--- src/rtl/rv32i_pkg.sv ---
// rv32i_pkg: shared rv32i constants and the fetch queue entry layout {pc, instr}
package rv32i_pkg;
  localparam int XLEN = 32;
  localparam logic [XLEN-1:0] NOP_INSTR = 32'h0000_0013;
  localparam logic [XLEN-1:0] RESET_PC = 32'h0000_0000;
  typedef struct packed {
    logic [XLEN-1:0] pc;
    logic [XLEN-1:0] instr;
  } fetch_entry_t;
endpackage

--- src/rtl/fetch_fifo.sv ---
// fetch_fifo: DEPTH-entry fetch queue with push/pop/flush (flush wins), full/empty flags and head entry
module fetch_fifo import rv32i_pkg::*; #(
  parameter int DEPTH = 2
) (
  input  logic         clk,
  input  logic         rst_n,
  input  logic         push,
  input  logic         pop,
  input  logic         flush,
  input  fetch_entry_t wdata,
  output fetch_entry_t head,
  output logic         full,
  output logic         empty
);
  localparam int AW = $clog2(DEPTH);
  fetch_entry_t mem [DEPTH];
  logic [AW-1:0] rd, wr;
  logic [AW:0] count;
  assign head = mem[rd];
  assign empty = count == '0;
  assign full = count == (AW+1)'(DEPTH);
  always_ff @(posedge clk) begin
    if (!rst_n || flush) begin
      rd <= '0;
      wr <= '0;
      count <= '0;
    end else begin
      if (push) mem[wr] <= wdata;
      wr <= wr + AW'(push);
      rd <= rd + AW'(pop);
      count <= count + (AW+1)'(push) - (AW+1)'(pop);
    end
  end
endmodule

--- src/rtl/fetch_stage.sv ---
// fetch_stage: rv32i PC register, imem addressing, fetch queue to decode via valid/ready, redirect flush and misaligned pulse
module fetch_stage import rv32i_pkg::XLEN, rv32i_pkg::fetch_entry_t; #(
  parameter logic [XLEN-1:0] RESET_PC = rv32i_pkg::RESET_PC,
  parameter int DEPTH = 2,
  parameter logic [XLEN-1:0] NOP_INSTR = rv32i_pkg::NOP_INSTR
) (
  input  logic            clk,
  input  logic            rst_n,
  output logic [XLEN-1:0] imem_addr,
  input  logic [XLEN-1:0] imem_rdata,
  input  logic            redirect_valid,
  input  logic [XLEN-1:0] redirect_pc,
  output logic            out_valid,
  input  logic            out_ready,
  output logic [XLEN-1:0] out_pc,
  output logic [XLEN-1:0] out_instr,
  output logic            misaligned
);
  logic [XLEN-1:0] pc;
  logic push, pop, full, empty;
  fetch_entry_t head;
  assign imem_addr = pc;
  assign out_valid = !empty;
  assign pop = out_valid && out_ready && !redirect_valid;
  assign push = !redirect_valid && (!full || pop);
  assign out_pc = empty ? '0 : head.pc;
  assign out_instr = empty ? NOP_INSTR : head.instr;
  fetch_fifo #(.DEPTH(DEPTH)) u_fifo (
    .clk(clk),
    .rst_n(rst_n),
    .push(push),
    .pop(pop),
    .flush(redirect_valid),
    .wdata('{pc: pc, instr: imem_rdata}),
    .head(head),
    .full(full),
    .empty(empty)
  );
  always_ff @(posedge clk) begin
    if (!rst_n) begin
      pc <= RESET_PC;
      misaligned <= 1'b0;
    end else begin
      misaligned <= redirect_valid && |redirect_pc[1:0];
      pc <= redirect_valid ? {redirect_pc[XLEN-1:2], 2'b00} : push ? pc + 32'd4 : pc;
    end
  end
endmodule

--- config.mk ---
export PLATFORM = sky130hd
export DESIGN_NAME = fetch_stage
export DESIGN_NICKNAME = d
export VERILOG_FILES = /design/src/rtl/rv32i_pkg.sv /design/src/rtl/fetch_fifo.sv /design/src/rtl/fetch_stage.sv
export SDC_FILE = /design/constraint.sdc
export NUM_CORES = 1
export LEC_CHECK = 0
export ABC_CLOCK_PERIOD_IN_PS = 20200
export BUFFER_PORTS_ARGS = -buffer_cell sky130_fd_sc_hd__buf_2
export CAP_MARGIN = 10
export CORE_MARGIN = 2
export CORE_UTILIZATION = 45
export CTS_CLUSTER_SIZE = 28
export DETAILED_ROUTE_END_ITERATION = 8
export PLACE_DENSITY = 0.81
export SYNTH_ARGS = -nofsm -noshare
export SYNTH_HDL_FRONTEND = slang
export SYNTH_SLANG_ARGS = --single-unit
--- constraint.sdc ---
create_clock -name clk -period 20.2 [get_ports clk]
set_clock_uncertainty 0.05 [all_clocks]
set_input_delay 3.03 -clock clk [delete_from_list [all_inputs] [get_ports clk]]
set_output_delay 3.03 -clock clk [all_outputs]
set_load 0.02 [all_outputs]
==> results.py, run 1 <==
metrics = {
    "clocking": {
        "numCtsBuffers": 17,
        "cts_resized": 0,
        "clock_sinks": 159,
        "postCtsSetupBuffers": 0,
        "htreeDepth": 4,
        "cts_hold_buf": 0,
        "clock-root-buffer": "clkbuf_16",
        "clock_latency_ns": 0.42,
        "clkTransAtPathRegs_ns": 0.06,
        "clk_path_buf_depth": 2,
        "cts_tree": "done",
    },
    "final_layout": {
        "drive_above_1_share": 0.315,
        "mostFrequentLayoutCells": "161 x buf_2, 124 x edfxtp_1, 65 x nor2_1, 63 x mux2i_1, 34 x dfxtp_1",
        "area_growth_pct": 23.4,
        "regArea_mm2": 0.00443,
        "layout_commonest_cell": "buf_2",
        "post-route-cell-area_mm2": 0.00813,
        "fin_nets": 717,
        "diodes": 0,
        "fillerInstances": 1220,
        "multi_input_area_mm2": 0.00204,
    },
    "timing": {
        "rsz0062_at_grt": "no",
        "max_freq_mhz": 192,
        "finalHoldViolCount": 0,
        "final_period_minus_worst_setup_slack_ns": 5.20,
        "slew_viol_final": 0,
        "tightest_slew_ns": 1.11,
        "fin_tns_setup_ns": 0,
        "fin_crit_sh": 0.258,
        "relSlewSlack": 0.261,
        "finalSetupViolations": 0,
    },
    "global_route": {
        "grt_pass1_wl_um": 22000,
        "grt_use_met1": 0.233,
        "track_usage": 0.181,
        "met2_usage": 0.287,
        "antenna_found_initial": 0,
        "grt_max_degree": 64,
        "grt-busiest-layer": "met2",
        "grt_pass1_vias": 4393,
        "met3_usage": 0.0518,
        "grt_overflow_total": 0,
    },
    "hold_path": {
        "hold_path_depth": 0,
        "whs_endpoint": "u_fifo.mem[1][56]$_DFFE_PP_",
        "min_path_type": "flip-flop to flip-flop",
        "min_from": "imem_addr[24]$_SDFFE_PN0P_",
    },
    "run_status": {
        "status": "finished, final reports clean",
    },
    "synth": {
        "synth_area_leaders": "edfxtp_1 57%, dfxtp_1 11%, mux2i_1 9.6%",
        "yosys.area.top_type_share": 0.565,
        "synth_edf_count": 124,
        "seq_area_frac_synth": 0.671,
        "syn_area_mm2": 0.00659,
        "syn_area_per_cell_um2": 13.5,
        "synthFlopType": "edfxtp_1",
        "yosysUniqueCellTypes": 42,
        "yosys_warnings": 0,
        "ys_ff_latch": 159,
        "netlist_instances": 487,
        "yosys.area.top_type": "edfxtp_1",
        "async_flop_share": 0,
    },
    "power": {
        "powerDensity_mw_per_mm2": 93.4,
        "peakVddDrop_uv": 53.5,
        "p_leak_nw": 3.05,
    },
    "die": {
        "dieArea_mm2": 0.0156,
        "std_cell_rows": 44,
        "dieHeight_um": 125,
        "core_mm2": 0.0144,
        "ios": 166,
        "die_w_um": 125,
        "start_util": 0.457,
    },
    "setup_path": {
        "cp_data_arrival_time_ns": 2.12,
        "reg2reg_depth": 8,
        "required_ns": 17.12,
        "crit_fanout": 63,
        "r2r_slack_ns": 17.72,
        "max_stage_delay_ns": 1.07,
        "cp-end-kind": "output port",
        "worstSetupPathType": "flip-flop to output port",
        "reg2reg_to": "u_fifo.count[1]$_SDFF_PP0_",
        "slowest_stage": "dfxtp_4",
        "cp-start-kind": "flip-flop",
        "timing.rr.start": "u_fifo.count[1]$_SDFF_PP0_",
        "cp_cell_sequence": "mux2i_1 > nor2_1 > buf_2",
    },
    "placed_design": {
        "port_buffers": 161,
        "hpwl_um": 9160,
        "placed_cell_area_mm2": 0.00754,
        "gp_congestion": 0.865,
    },
    "detailed_routing": {
        "wl_per_cell_um": 16.4,
        "ant_nets": 0,
        "via_per_inst": 5.20,
        "remaining_drc_errors": 0,
        "dr.pass1.iters": 4,
        "drt_wl_total_um": 13900,
        "vias": 4388,
        "drtIter0Drc": 187,
    },
    "run": {
        "maxCapViolCount": 0,
    },
}
==> Yosys cell counts (3+ instances only) <==
library cell / count
edfxtp_1: 124
clkbuf_1: 12
buf_2: 8
buf_4: 5
dfxtp_1: 35
nand3_1: 13
a21oi_1: 27
and2_1: 4
and4_1: 3
nor2_1: 66
nand4_1: 8
and3_1: 5
nand2_1: 17
nor3_1: 3
inv_1: 4
mux2i_1: 63
xnor2_1: 11
o21ai_0: 29
xor2_1: 22
==> layer usage <==
metal / part of all wire / vias up
met5: 0 / -
li1: - / 2097
met1: 0.43 / 2099
met2: 0.48 / 165
met4: 0.023 / 0
met3: 0.067 / 27
==> final cells by class <==
type,instances,area share
sequential,159,0.545
multi-input combinational,299,0.251
timing repair buffer,165,0.105
clock buffer,19,0.0533
tap,184,0.0283
clock inverter,13,0.0151
inverter,5,0.00231
==> state kept, by name, summed over array words and instances, names as in the netlist <==
name	count
imem_addr	30
misaligned	1
u_fifo.count	2
u_fifo.mem	124
u_fifo.rd	1
u_fifo.wr	1
==> critical path, delay by kind of cell (launching register included) <==
family,cells,cell delay [ns]
DFF,1,1.07
muxes,1,0.21
buffers and inverters,1,0.20
and+or+nand+nor,1,0.19
==> report_power, final <==
| part | total [W] | switching, W | internal (W) |
|---|---|---|---|
| combinational | 0.0000777 | 0.0000498 | 0.0000279 |
| sequential | 0.000382 | 0.0000138 | 0.000368 |
| clock | 0.000299 | 0.000120 | 0.000179 |
==> how the worst max path moves through the flow <==
| stage | startpoint | end | slack [ns] | cells after the start |
|---|---|---|---|---|
| final | u_fifo.rd$_SDFF_PP0_ | out_pc[31] | 15.00 | 3 |
| after floorplan | redirect_valid | u_fifo.mem[1][0]$_DFFE_PP_ | 11.50 | 4 |
| after CTS | redirect_valid | u_fifo.mem[1][21]$_DFFE_PP_ | 14.89 | 5 |
| after global placement | redirect_valid | u_fifo.mem[1][25]$_DFFE_PP_ | 14.56 | 5 |
| after global routing | u_fifo.rd$_SDFF_PP0_ | out_pc[19] | 14.86 | 3 |
| after detailed placement | redirect_valid | u_fifo.mem[1][12]$_DFFE_PP_ | 14.45 | 5 |
==> per-stage QoR <==
| stage | setup slack (ns) | util | total power [W] | instances | hold slack [ns] |
|---|---|---|---|---|---|
| after floorplan | 11.50 | - | 0.000435 | 490 | 0.444 |
| after global placement | 14.56 | 0.523 | 0.000464 | 811 | 0.479 |
| after detailed placement | 14.45 | 0.523 | 0.000467 | 811 | 0.493 |
| after CTS | 14.89 | 0.562 | 0.000766 | 843 | 0.504 |
| after global routing | 14.86 | 0.563 | 0.000787 | 844 | 0.519 |
| final | 15.00 | 0.563 | 0.000759 | 844 | 0.505 |
==> logic make-up after synthesis <==
family | after synthesis | share of synthesized area
flops | 159 | 0.671
simple gates | 133 | 0.102
compound gates | 64 | 0.0591
mux | 63 | 0.0957
xor+xnor | 33 | 0.0439
buf+inv | 32 | 0.0234
fa+ha+maj | 2 | 0.00380
other cells | 1 | 0.000569
Power figures use the tool's default switching activity.
==> inputs of run 2 (changes only) <==
--- a/config.mk
+++ b/config.mk
@@ -5,14 +5,15 @@
 export SDC_FILE = /design/constraint.sdc
 export NUM_CORES = 1
 export LEC_CHECK = 0
-export ABC_CLOCK_PERIOD_IN_PS = 20200
+export ABC_AREA = 1
+export ABC_CLOCK_PERIOD_IN_PS = 4170
 export BUFFER_PORTS_ARGS = -buffer_cell sky130_fd_sc_hd__buf_2
 export CAP_MARGIN = 10
 export CORE_MARGIN = 2
 export CORE_UTILIZATION = 45
 export CTS_CLUSTER_SIZE = 28
 export DETAILED_ROUTE_END_ITERATION = 8
-export PLACE_DENSITY = 0.81
+export PLACE_DENSITY = 0.84
 export SYNTH_ARGS = -nofsm -noshare
 export SYNTH_HDL_FRONTEND = slang
 export SYNTH_SLANG_ARGS = --single-unit
==> constraint.sdc (replaced) <==
create_clock -name clk -period 4.17 [get_ports clk]
set_clock_uncertainty 0.05 [all_clocks]
set_input_delay 0.6255 -clock clk [delete_from_list [all_inputs] [get_ports clk]]
set_output_delay 0.6255 -clock clk [all_outputs]
set_load 0.02 [all_outputs]
==> results.py, run 2 <==
metrics = {
    "detailed_routing": {
        "met1Wirelength_um": 7370,
        "remaining_drc_errors": 0,
        "routed.top_layer": "met4",
        "wl_per_cell_um": 15.8,
        "wl_met3_um": 1190,
        "ant_nets": 0,
        "drtIter0Drc": 625,
        "drt_wl_total_um": 17000,
        "via_per_inst": 5.22,
        "dr.pass1.iters": 6,
        "vias": 5603,
        "wl_met2_um": 8220,
    },
    "hold_path": {
        "hold_path_depth": 1,
        "whs_endpoint": "u_fifo.mem[0][22]$_DFFE_PP_",
        "min_from": "imem_rdata[22]",
        "min_path_type": "primary input to flip-flop",
    },
    "synth": {
        "synth_top_cells_by_count": "239 x nand2_1, 124 x edfxtp_1, 81 x a21oi_1",
        "syn_area_per_cell_um2": 9.60,
        "yosysUniqueCellTypes": 28,
        "async_flop_share": 0,
        "yosys.area.top_type_share": 0.538,
        "yosys_warnings": 0,
        "synth_edf_count": 124,
        "netlist_instances": 721,
        "synthFlopType": "edfxtp_1",
        "synth.most_common_cell": "nand2_1",
        "seq_area_frac_synth": 0.639,
        "syn_area_mm2": 0.00692,
        "ys_ff_latch": 159,
        "synth_area_leaders": "edfxtp_1 54%, nand2_1 13%, dfxtp_1 10%",
        "yosys.area.top_type": "edfxtp_1",
    },
    "die": {
        "start_util": 0.459,
        "ios": 166,
        "die_w_um": 128,
        "dieHeight_um": 128,
        "dieArea_mm2": 0.0164,
        "core_mm2": 0.0151,
        "std_cell_rows": 45,
    },
    "global_route": {
        "grt_pass1_wl_um": 25700,
        "grt_max_degree": 64,
        "antenna_found_initial": 0,
        "track_usage": 0.205,
        "grt_pass1_vias": 5173,
        "grt_overflow_total": 0,
    },
    "power": {
        "p_leak_nw": 3.54,
        "p_int_w": 0.00278,
        "seq_power_share": 0.504,
        "powerDensity_mw_per_mm2": 428,
        "p_clk_frac": 0.411,
        "peakVddDrop_uv": 294,
        "switching_power_w": 0.000838,
        "p_comb_frac": 0.085,
        "p_sw_frac": 0.232,
    },
    "setup_path": {
        "reg2reg_to": "imem_addr[8]$_SDFFE_PN0P_",
        "cp-end-kind": "output port",
        "reg2reg_depth": 9,
        "timing.rr.start": "u_fifo.count[1]$_SDFF_PP0_",
        "crit_fanout": 34,
        "cp-start-kind": "flip-flop",
        "cp_data_arrival_time_ns": 2.25,
        "worstSetupPathType": "flip-flop to output port",
        "r2r_slack_ns": 1.76,
        "required_ns": 3.49,
    },
    "timing": {
        "rsz0062_at_grt": "no",
        "fin_crit_sh": 0.702,
        "max_freq_mhz": 341,
        "tightest_slew_ns": 1.12,
        "slew_viol_final": 0,
        "worst_hold_slack_ns": 0.343,
        "final_period_minus_worst_setup_slack_ns": 2.93,
        "finalSetupViolations": 0,
        "finalHoldViolCount": 0,
        "relSlewSlack": 0.252,
    },
    "clocking": {
        "clkTransAtPathRegs_ns": 0.06,
        "cts_tree": "done",
        "cts_hold_buf": 0,
        "htreeDepth": 4,
        "postCtsSetupBuffers": 0,
        "numCtsBuffers": 17,
        "cts_resized": 0,
        "clock-root-buffer": "clkbuf_16",
        "clock_latency_ns": 0.41,
        "clock_sinks": 159,
        "clk_path_buf_depth": 2,
    },
    "run": {
        "maxCapViolCount": 0,
    },
    "run_status": {
        "status": "finished, final reports clean",
    },
    "final_layout": {
        "multi_input_area_mm2": 0.00217,
        "regMostFlops": "u_fifo.mem",
        "diodes": 0,
        "layout_commonest_cell": "nand2_1",
        "fin_nets": 943,
        "post-route-cell-area_mm2": 0.00844,
        "largest_reg_flops": 124,
        "regArea_mm2": 0.00443,
        "fillerInstances": 1314,
        "mostFrequentLayoutCells": "239 x nand2_1, 161 x buf_2, 124 x edfxtp_1, 81 x a21oi_1, 51 x nand3_1",
        "drive_above_1_share": 0.233,
        "area_growth_pct": 22.0,
    },
    "placed_design": {
        "port_buffers": 161,
        "placed_cell_area_mm2": 0.00787,
        "hpwl_um": 11000,
        "gp_congestion": 0.969,
    },
}
-- run 2: metrics by stage --
stage	util	std cells	power (W)	worst slack [ns]	setup TNS (ns)
floorplan	-	724	0.00203	-1.81	-224.72
global placement	0.521	1042	0.00215	1.38	0
detailed placement	0.521	1042	0.00216	1.30	0
CTS	0.559	1074	0.00365	1.19	0
global route	0.559	1074	0.00375	1.08	0
finish	0.559	1074	0.00362	1.24	0
-- run 2: cell type report --
type | instances | share of cell area
clock buffers | 21 | 0.0545
inverters | 51 | 0.0227
multi-input cells | 478 | 0.257
repair buffers | 166 | 0.0999
clock inverters | 11 | 0.0138
well taps | 188 | 0.0279
flip-flops and latches | 159 | 0.524
-- run 2: how the worst max path moves through the flow --
stage	from	end	slack, ns	cells after the start
floorplan	redirect_valid	u_fifo.mem[1][0]$_DFFE_PP_	-1.81	4
global placement	redirect_valid	u_fifo.mem[0][9]$_DFFE_PP_	1.38	6
detailed placement	redirect_valid	u_fifo.mem[0][9]$_DFFE_PP_	1.30	6
CTS	u_fifo.count[1]$_SDFF_PP0_	out_instr[14]	1.19	4
global route	u_fifo.count[1]$_SDFF_PP0_	out_instr[27]	1.08	4
finish	u_fifo.count[1]$_SDFF_PP0_	out_instr[14]	1.24	4
-- run 2: cell families after synthesis --
group,share of synthesized area
AND/OR/NAND/NOR,0.209
flip-flops,0.639
AO/OA/AOI/OAI,0.0888
buffers and inverters,0.0508
XOR/XNOR,0.00759
adder cells (fa/ha/maj),0.00362
other,0.000542
-- run 2: layer usage --
metal  track usage  vias up
li1              -     2743
met1         0.270     2606
met4        0.0666        0
met5             0        -
met3        0.0484       23
met2         0.336      231
-- run 2: power groups by stage --
| stage | clock network (W) | logic [W] | registers, W |
|---|---|---|---|
| after floorplan | 0 | 0.000171 | 0.00186 |
| after global placement | 0 | 0.000300 | 0.00185 |
| after detailed placement | 0 | 0.000307 | 0.00185 |
| after CTS | 0.00152 | 0.000309 | 0.00182 |
| after global routing | 0.00159 | 0.000336 | 0.00183 |
| final | 0.00149 | 0.000307 | 0.00182 |
-- run 2: critical path, cell delays in order (launching register included) --
cell     delay (ns)
dfxtp_1        0.40
nor2_4         0.71
buf_4          0.44
a21oi_1        0.09
buf_2          0.18
